[config.mk]
export PLATFORM = sky130hd
export DESIGN_NAME = bless_inject_ctrl
export DESIGN_NICKNAME = d
export VERILOG_FILES = /design/src/rtl/bless_inject_ctrl.sv
export SDC_FILE = /design/constraint.sdc
export NUM_CORES = 1
export LEC_CHECK = 0
export CORE_MARGIN = 2
export CORE_UTILIZATION = 49
export CTS_CLUSTER_DIAMETER = 100
export DETAILED_ROUTE_END_ITERATION = 6
export PLACE_DENSITY = 0.75
export SLEW_MARGIN = 30
export SYNTH_ARGS = -nofsm -noshare
export SYNTH_HDL_FRONTEND = slang
export SYNTH_SLANG_ARGS = --single-unit
[constraint.sdc]
create_clock -name clk -period 4.9 [get_ports clk]
set_input_delay 1.47 -clock clk [delete_from_list [all_inputs] [get_ports clk]]
set_output_delay 1.47 -clock clk [all_outputs]
set_load 0.02 [all_outputs]
[src/rtl/bless_inject_ctrl.sv]
// Local-port injection scheduler for the bufferless deflection router: queues PE flits
// and injects the head only when a free output slot is guaranteed, flagging starvation.
module bless_inject_ctrl #(
  parameter int DW           = 64,
  parameter int VLD_POS      = 63,
  parameter int DEPTH        = 4,
  parameter int STARVE_LIMIT = 15
) (
  input  logic                       clk,
  input  logic                       rst,
  input  logic                       pe_valid,
  input  logic [DW-1:0]              pe_flit,
  output logic                       pe_ready,
  input  logic [3:0]                 in_vld,
  input  logic [3:0]                 in_eject,
  output logic [DW-1:0]              inj_flit,
  output logic                       starve,
  output logic [$clog2(DEPTH+1)-1:0] fifo_count
);

  localparam int PW = $clog2(DEPTH);
  localparam int CW = $clog2(DEPTH+1);

  typedef enum logic [1:0] {
    IDLE    = 2'd0,
    WAIT    = 2'd1,
    STARVED = 2'd2
  } state_t;

  logic [DW-1:0] mem [DEPTH];
  logic [PW-1:0] wr_ptr;
  logic [PW-1:0] rd_ptr;
  state_t        state;
  logic [7:0]    starve_cnt;

  logic          has_eject;
  logic [2:0]    n_in;
  logic          slot_free;
  logic          inject;
  logic          push;
  logic [CW-1:0] count_next;
  logic [7:0]    cnt_inc;

  // Four busy inputs with nobody ejecting is the only case where all four outputs are taken.
  always_comb begin
    has_eject  = |(in_vld & in_eject);
    n_in       = {2'b00, in_vld[0]} + {2'b00, in_vld[1]} +
                 {2'b00, in_vld[2]} + {2'b00, in_vld[3]};
    slot_free  = !((n_in == 3'd4) && !has_eject);
    inject     = (fifo_count != '0) && slot_free;
    push       = pe_valid && pe_ready;
    count_next = fifo_count + CW'(push) - CW'(inject);
    cnt_inc    = (starve_cnt == 8'hFF) ? 8'hFF : starve_cnt + 8'd1;
    inj_flit   = '0;
    if (inject) begin
      inj_flit          = mem[rd_ptr];
      inj_flit[VLD_POS] = 1'b1;
    end
  end

  assign pe_ready = !rst && (fifo_count < CW'(DEPTH));

  // Storage is deliberately left unreset; occupancy alone decides what is valid.
  always_ff @(posedge clk) begin
    if (push) mem[wr_ptr] <= pe_flit;
  end

  always_ff @(posedge clk or posedge rst) begin
    if (rst) begin
      wr_ptr     <= '0;
      rd_ptr     <= '0;
      fifo_count <= '0;
    end else begin
      if (push)   wr_ptr <= wr_ptr + PW'(1);
      if (inject) rd_ptr <= rd_ptr + PW'(1);
      fifo_count <= count_next;
    end
  end

  // starve is registered alongside the state so it mirrors (state == STARVED) exactly.
  always_ff @(posedge clk or posedge rst) begin
    if (rst) begin
      state      <= IDLE;
      starve_cnt <= '0;
      starve     <= 1'b0;
    end else begin
      case (state)
        IDLE: begin
          starve_cnt <= '0;
          starve     <= 1'b0;
          if (push) state <= WAIT;
        end
        WAIT: begin
          if (inject) begin
            starve_cnt <= '0;
            state      <= (count_next == '0) ? IDLE : WAIT;
          end else begin
            starve_cnt <= cnt_inc;
            if (cnt_inc >= 8'(STARVE_LIMIT)) begin
              state  <= STARVED;
              starve <= 1'b1;
            end
          end
        end
        STARVED: begin
          if (inject) begin
            starve_cnt <= '0;
            starve     <= 1'b0;
            state      <= (count_next == '0) ? IDLE : WAIT;
          end
        end
        default: begin
          state      <= IDLE;
          starve_cnt <= '0;
          starve     <= 1'b0;
        end
      endcase
    end
  end

endmodule
# == Word-level counts from Yosys, hierarchy flattened ==
# Memory sizes are Yosys's and may differ from the RTL's.
# Cells that the tools add are included.
# op_classes
add_sub_neg,8
n_mul,0
n_div,0
order_cmp,2
n_eq_ne,9
shift,0
muxes,17
bitwise,1
n_reduce_logical,13
# op_table
operator,count
64-bit 2-to-1 mux,1
8-bit 2-to-1 mux,3
8-bit case mux with 2 select lines,1
8-bit by 1-bit adder with 8-bit output (second input constant),1
8-bit equality test (second input constant),1
8-bit by 4-bit greater-or-equal comparator with 1-bit output (second input constant),1
2-bit 2-to-1 mux,4
2-bit != test (second input constant),4
3-bit by 1-bit adder with 3-bit output,2
1-bit 2-to-1 mux,6
2-bit case mux with 3 select lines,1
3-bit AND reduction,2
2-bit by 1-bit adder with 2-bit output (second input constant),2
4-bit bitwise AND,1
1-bit logical AND,4
4-bit OR reduction,1
2-bit by 1-bit adder with 3-bit output,1
3-bit equality test (second input constant),1
1-bit zero test,3
3-bit zero test,1
3-bit < comparator (second input constant),1
3-bit != test (second input constant),1
3-bit nonzero test,1
3-bit by 1-bit subtractor with 3-bit output,1
5 further kinds,5
# word_totals
register_bits,18
latchBits,0
ramBits,256
mem_bits_ro,0
out_inout_bits,69
mem_count,1
# mem_list
name,depth,width,rd,rd_ports_with_merged_regs,wr,line_no,text
mem,4,64,1,0,1,30,logic [DW-1:0] mem [DEPTH];

# == Depth between registers and ports, before layout ==
# Gate-level depths: netlist (run 1).
# logic_depth
depth_word,12
ltp_mapped,20
ltp_nobuf,17

# == Worst setup path after synthesis (run 1) ==
# OpenSTA, ideal clock, no wires.
# synth_timing
kind,input to output
start,in in_vld[0]
end,out inj_flit[10]
arrival_time_ps,3638
required_ps,3430
path_slack_ps,-208
stages,11
cell_sequence,fa_1 > ha_1 > ha_1 > nor2_1 > and4_1 > or2_1 > clkbuf_1 > inv_1 > buf_2 > clkbuf_1 > and2_1
# synth_via
elab_chain_len,8
# synth_lines
item,line_no,text
"start, declared",14,"input logic [3:0] in_vld,"
1-bit by 1-bit adder with 2-bit output,47,"n_in = {2'b00, in_vld[0]} + {2'b00, in_vld[1]} +"
2-bit by 1-bit adder with 3-bit output,47,
3-bit by 1-bit adder with 3-bit output,48,"{2'b00, in_vld[2]} + {2'b00, in_vld[3]};"
3-bit equality test,49,slot_free = !((n_in == 3'd4) && !has_eject);
1-bit logical AND (*),49,
1-bit zero test (*),49,
1-bit logical AND (*),50,inject = (fifo_count != '0) && slot_free;
64-bit 2-to-1 mux (*),55,if (inject) begin
"end, declared",16,"output logic [DW-1:0] inj_flit,"
# Every way passes the cells marked *; elsewhere a longest branch is shown, timed or not.

# == Final worst setup path (run 1) ==
# layout_timing
start,in in_vld[1]
end,out inj_flit[44]
# The elaborated chain is that of the path after synthesis.

==> summary.md, run 1 <==
| Metric | Value |
|---|---|
| Clk slew on worst S/H paths | 60 ps |
| Initial antenna violation count | 0 |
| Buffers on Ports | 142 |
| Tot GR Track Use | 18.8% |
| Max_slew headroom | 52.4% |
| Fillers | 1463 |
| Leakage power | slightly below 0.005 uW |
| Vias in the first global route | 5923 |
| Die ar. | 0.0230 sq mm |
| Commonest non-fill, non-tap cell in the layout | edfxtp_1 |
| Crit Path Max Fanout | 7 |
| Die width | ~150 microns |
| Max incr delay on CP | 540 ps |
| Die height | 152 microns |
| Slowest-stage cell, CP | fa_1 |
| Fin cells | 1009 |
| RD Place Congestion | around 0.78 |
| CTS tree | done |
| Pin count of the biggest net entering global routing | 41 |
| Final worst-path cycle share | 104% |
| Crit-path cells | buf_6, fa_1, ha_2, ha_4, nor2_2, and4_4, or2_4, inv_8, buf_12, buf_12, buf_16, and2_4, buf_6 |
| Core ar. | 0.0216 sq mm |
| Wire per inst | between 20 and 25 microns |
| Area contributors post-synth | edfxtp_1 (71%), mux4_2 (13%), dfrtp_1 (4.2%) |
| Post-synth top area cell | edfxtp_1 |
| Clock Skew | 23.9 ps |
| Htree depth | 1 |
| Area growth from synthesis to layout | 31.6% |
| Area of the multi-input gates | 0.00270 sq mm |
| Post-synth cell types | 37 |
| Hold Path Class | reg2reg |
| Final Hold Fails | 0 |
| Status | finished with violations |
| DPL Wire Length | 12400 microns |
| Worst EP arrival | ~3700 ps |
| Max Root-Sink Buffers | 3 |
| Cells after Synth | 535 |
| Layout cell share with drive strength beyond 1 | 38.7% |
| Via/cell ratio | around 5.5 |
| Clk sinks | 270 |
| Max-Cap Viols | 0 |
| Io pins | 144 |
| Peak Freq | between 150 and 200 MHz |
| Net count after synthesis | 621 |
| Storage cell area | 0.00803 sq mm |
| 1st-pass router iterations | 6 |
| Placed Cells | ~940 |
| Most frequent cells in the layout | edfxtp_1 (252), clkdlybuf4s50_1 (75), and2_4 (67) |
| Root Driver | clkbuf_16 |
| First-pass GRT wire length | 32300 microns |
| Yosys warns | 0 |
| RSZ-0062 raised after global routing | yes |
| Startpoint types | primary input |
| Actual slew at the worst max-slew pin | 714 ps |
| Clock Latency Late Sink | 530 ps |
| # setup viols final | 64 |
| Crit path time final | about 5000 ps |
| Total gr overflow | 0 |
| Row Count | 54 |
| Vias | approximately 5600 |
| WL final | between 20000 and 25000 microns |
| Initial core utilization | 49.4% |
| Finished Cell Area | ~0.014 sq mm |
| Crit end category | output pin |
| Register area share after synthesis | 75.1% |
| Crit path required time | 3430 ps |
| Syn Area/Cell | 20.0 sq um |
| Share of the synthesized area in the top cell type | a little over 70% |
| Final #Nets | 794 |
| Number of synthesized register bits | 270 |
| Slew Limit Fails | 0 |
| Worst setup margin | -217 ps |
| CTS Buf Count | 27 |
| Netlist Area Pre-Place | 0.0107 sq mm |
| IR drop worst, VDD | 0.000571 V |
| Power density cells | 609 mW/mm^2 |
| Failing checks | negative setup slack |
| Placed instance area | between 0.01 and 0.015 sq mm |
| R2R depth | 15 |
| Hold depth | 1 |
| Drt first-iter violations | 334 |
| DRT antenna net count | 0 |
| Antenna Cells | 0 |
| WS Path Type | in2out |
| Drt drc | 0 |
-- flip-flops by register name (all words and copies together), names as in the netlist --
register and flops:
fifo_count 3, mem 252, rd_ptr 2, starve 1, starve_cnt 8, state 2, wr_ptr 2
-- what timing repair did --
item	4_1_cts	5_1_grt
resized for setup	409	2
pin swaps	4	3
hold buffers	0	0
setup buffers	10	3
setup endpoints to repair	65	64
cloned	6	2
-- where the power goes --
| group | switching, uW | total, uW | internal, uW |
|---|---|---|---|
| Clock | 809 | 2140 | 1330 |
| Sequential | 182 | 2910 | 2730 |
| Combinational | 1500 | 3510 | 2010 |
-- cell usage after synthesis, drive strengths merged --
cell type and n:
o22ai 1, nand2b 5, mux4 63, nor2b 4, clkbuf 17, or4 1
inv 9, mux2 2, o21a 1, a2bb2oi 1, nor3b 1, a21oi 14
buf 10, nor4 1, o221a 1, xor2 1, xnor2 3, or2 1
o31ai 1, and4 2, nand3 5, edfxtp 252, o21ai 11, dfrtp 18
fa 2, ha 9, nand4 1, xor3 1, nand2 12, a22oi 3
nor2 10, nor3 5, and2 67
-- per-stage QoR --
stage	setup WS (ps)	hold WS, ps	setup TNS, ps	total power [uW]	util, %
finish	-217	579	-8640	8560	65.0
floorplan	36.0	533	0	4980	-
detailed placement	-1120	578	-69010	6120	58.8
global route	-300	622	-13310	8940	65.0
CTS	-245	587	-11550	8660	65.0
global placement	-1090	539	-66860	6060	58.4
-- critical path: cells and delay by family --
kind | cells | cell delay, ps
buffers and inverters | 6 | 650
AND/OR/NAND/NOR | 4 | 580
adder cells (fa/ha/maj) | 3 | 920
-- path summary, 6_finish.rpt --
path	from	end	slack [ps]
setup / recovery	in_vld[1]	inj_flit[44]	-220
hold / removal	fifo_count[0]$_DFF_PP0_	fifo_count[0]$_DFF_PP0_	580
setup reg to reg	fifo_count[1]$_DFF_PP0_	state[0]$_DFFE_PP0P_	1780
hold reg to reg	fifo_count[0]$_DFF_PP0_	fifo_count[0]$_DFF_PP0_	580
max in group asynchronous	rst	rd_ptr[0]$_DFFE_PP0P_	2920
min in group asynchronous	rst	starve_cnt[7]$_DFFE_PP0P_	1430
-- kinds of logic (layout without fill, tap and decap cells) --
family / count (synthesis) / after routing / synth area share (%)
adder cells (fa/ha/maj): 11 / 11 / 1.43
AO/OA/AOI/OAI: 33 / 33 / 1.77
AND/OR/NAND/NOR: 115 / 115 / 6.22
flip-flops: 270 / 270 / 75.1
buffers and inverters: 36 / 230 / 1.43
XOR/XNOR: 5 / 5 / 0.551
multiplexers: 65 / 65 / 13.5
-- layout make-up --
| type | count | area share [%] |
|---|---|---|
| Sequential cell | 270 | 57.1 |
| Multi-Input combinational cell | 229 | 19.2 |
| Timing Repair Buffer | 171 | 14.2 |
| Clock buffer | 38 | 5.61 |
| Tap cell | 280 | 2.49 |
| Clock inverter | 12 | 1.17 |
| Inverter | 9 | 0.294 |
-- per-layer routing --
layer  wire (microns)  track usage [%]  vias up
li1                 -                -     2479
met1             8610             24.2     2860
met2            11000             33.1      182
met3             1220             3.26       40
met4              462             5.42        0
met5                0                0        -
Note: power is estimated with default switching activity, not from simulation.
==> run 2: changes to the inputs <==
PLACE_DENSITY = 0.77   (was 0.75)
==> summary.md, run 2 (synthesized netlist as in run 1, its figures left out) <==
| Metric | Value |
|---|---|
| Status | finished with violations (unchanged) |
| Failing checks | negative setup slack (unchanged) |
| R2R depth | 15 (unchanged) |
| Tot GR Track Use | 18.0% (was 18.8%) |
| Peak Freq | 198 MHz (was 195 MHz) |
| Hold-fix buffers, CTS | 0 (unchanged) |
| Worst EP arrival | 3590 ps (was 3650 ps) |
| 1st-pass router iterations | 5 (was 6) |
| FF-to-FF End | state[0]$_DFFE_PP0P_ (unchanged) |
| Comb power frac | 40.0% (was 41.0%) |
| Initial antenna violation count | 0 (unchanged) |
| Final Hold Fails | 0 (unchanged) |
| Critical hold path startpoint | starve$_DFFE_PP0P_ (was fifo_count[0]$_DFF_PP0_) |
| # setup viols final | 63 (was 64) |
| Die width | 152 microns (unchanged) |
| Drt drc | 0 (unchanged) |
| Max reg flops | 252 (unchanged) |
| Reg-to-reg slack, setup | 1790 ps (was 1780 ps) |
| Initial core utilization | 49.4% (unchanged) |
| NetSw | 2430 uW (was 2490 uW) |
| Fillers | 1503 (was 1463) |
| Most frequent cells in the layout | edfxtp_1 (252), clkdlybuf4s50_1 (75), and2_4 (67) (unchanged) |
| Slew Limit Fails | 0 (unchanged) |
| Row Count | 54 (unchanged) |
| Pin count of the biggest net entering global routing | 65 (was 41) |
| Largest regs | mem x252, starve_cnt x8, fifo_count x3 (unchanged) |
| Worst r2r src | fifo_count[1]$_DFF_PP0_ (unchanged) |
| Die height | 152 microns (unchanged) |
| Clk slew on worst S/H paths | 60 ps (about the same) |
| Crit Path Max Fanout | 13 (was 7) |
| Hold depth | 2 (was 1) |
| Fin cells | 1006 (was 1009) |
| IR drop worst, VDD | 0.000370 V (was 0.000571 V) |
| Via/cell ratio | 5.45 (was 5.51) |
| Hold Path Class | reg2reg (unchanged) |
| Crit end category | output pin (unchanged) |
| RD Place Congestion | 0.772 (was 0.778) |
| Clock power share | 25.2% (was 25.0%) |
| Final #Nets | 792 (was 794) |
| Core ar. | 0.0216 sq mm (unchanged) |
| Placed Cells | 946 (was 943) |
| Wire per inst | 20.4 microns (was 21.1 microns) |
| Io pins | 144 (unchanged) |
| Max Root-Sink Buffers | 3 (unchanged) |
| Total gr overflow | 0 (unchanged) |
| Die ar. | 0.0230 sq mm (unchanged) |
| First-pass GRT wire length | 31300 microns (was 32300 microns) |
| Drt first-iter violations | 348 (was 334) |
| Clk sinks | 270 (unchanged) |
| Max-Cap Viols | 0 (unchanged) |
| Crit path time final | 5060 ps (was 5120 ps) |
| Cell-internal power | 5980 uW (was 6070 uW) |
| Htree depth | 1 (unchanged) |
| DPL Wire Length | 12200 microns (was 12400 microns) |
| Max_slew headroom | 53.2% (was 52.4%) |
| Clock Skew | 12.2 ps (was 23.9 ps) |
| Area growth from synthesis to layout | 30.1% (was 31.6%) |
| Crit path required time | 3430 ps (about the same) |
| Hold endpoint | starve$_DFFE_PP0P_ (was fifo_count[0]$_DFF_PP0_) |
| CTS tree | done (unchanged) |
| Clock Latency Late Sink | 510 ps (was 530 ps) |
| WL final | 20500 microns (was 21300 microns) |
| Vias in the first global route | 5818 (was 5923) |
| DRT antenna net count | 0 (unchanged) |
| Actual slew at the worst max-slew pin | 701 ps (was 714 ps) |
| Antenna Cells | 0 (unchanged) |
| Root Driver | clkbuf_16 (unchanged) |
| Vias | 5485 (was 5561) |
| Sw frac | 28.9% (was 29.1%) |
| Pre-CTS setup slack | -1190 ps (was -1120 ps) |
| Commonest non-fill, non-tap cell in the layout | edfxtp_1 (unchanged) |
| Final worst-path cycle share | 103% (was 104%) |
| WS Path Type | in2out (unchanged) |
| Layout cell share with drive strength beyond 1 | 37.7% (was 38.7%) |
| Startpoint types | primary input (unchanged) |
| RSZ-0062 raised after global routing | yes (unchanged) |
| Flop pwr share | 34.8% (was 34.0%) |
| Leakage power | 0.00484 uW (was 0.00492 uW) |
| Most flops, register | mem (unchanged) |
| CTS Buf Count | 26 (was 27) |
| Worst setup margin | -163 ps (was -217 ps) |
| Buffers on Ports | 142 (unchanged) |
| Power density cells | 605 mW/mm^2 (was 609 mW/mm^2) |
==> run 2: cell count changes in the layout (fill, tap and decap cells not counted), moves of 2 or more <==
cell       previous run  this run
bufinv_16             4         6
buf_12                9        12
buf_16                7         1
clkbuf_16            30        27
buf_4                15        19
clkbuf_8              5         0
clkinv_1              2         4
clkbuf_1              5         7
==> run 2: layer usage <==
layer | track usage, % | vias up | wire length, microns
met5 | 0 | - | 0
met4 | 4.54 | 0 | 383
met3 | 3.44 | 29 | 1250
met2 | 31.5 | 169 | 10500
met1 | 23.5 | 2824 | 8310
li1 | - | 2463 | -
==> run 2: layout make-up <==
| class | instances | area [sq um] | area share [%] |
|---|---|---|---|
| well taps | 280 | 350 | 2.52 |
| repair buffers | 170 | 1870 | 13.4 |
| flip-flops and latches | 270 | 8030 | 57.7 |
| multi-input cells | 229 | 2700 | 19.4 |
| clock buffers | 34 | 702 | 5.05 |
| clock inverters | 14 | 218 | 1.57 |
| inverters | 9 | 38.8 | 0.279 |
==> run 2: what timing repair did <==
item                                    CTS  global route
gates resized for setup                 395             7
endpoints found under the setup margin   65            64
setup buffers                             8             2
pin swaps                                 6             4
cloned                                    2             0
==> run 2: worst max path at each step <==
stage	cells past startpoint	slack (ps)	start	to
global placement	11	-1120	in_vld[3]	inj_flit[57]
CTS	13	-210	in_vld[3]	inj_flit[25]
floorplan	11	40	in_vld[3]	inj_flit[10]
global route	12	-240	in_vld[0]	inj_flit[50]
finish	12	-160	in_vld[0]	inj_flit[50]
detailed placement	11	-1190	in_vld[3]	inj_flit[31]
==> run 2: critical path, cell delays in order <==
cell and delay (ps):
buf_8 100, fa_1 480, ha_2 210, ha_4 260, nor2_2 30, and4_1 160
or2_4 260, inv_6 90, buf_4 130, buf_12 130, and2_4 140, buf_4 130
==> run 2: metrics by stage <==
step	hold slack, ps	TNS, ps	instance area (sq um)	util [%]	total power (uW)
global placement	525	-70080	12700	58.5	6080
CTS	571	-9970	13900	64.1	8510
global route	598	-13470	13900	64.3	8780
floorplan	533	0	10900	-	4980
detailed placement	557	-73890	12700	58.9	6140
finish	569	-8630	13900	64.3	8410
==> run 2: power by group through the flow <==
stage / combinational, uW / sequential [uW] / clock [uW]
final: 3360 / 2930 / 2120
after global routing: 3570 / 2960 / 2260
after CTS: 3350 / 2990 / 2170
after detailed placement: 3110 / 3040 / 0
after global placement: 3050 / 3030 / 0
after floorplan: 2140 / 2840 / 0
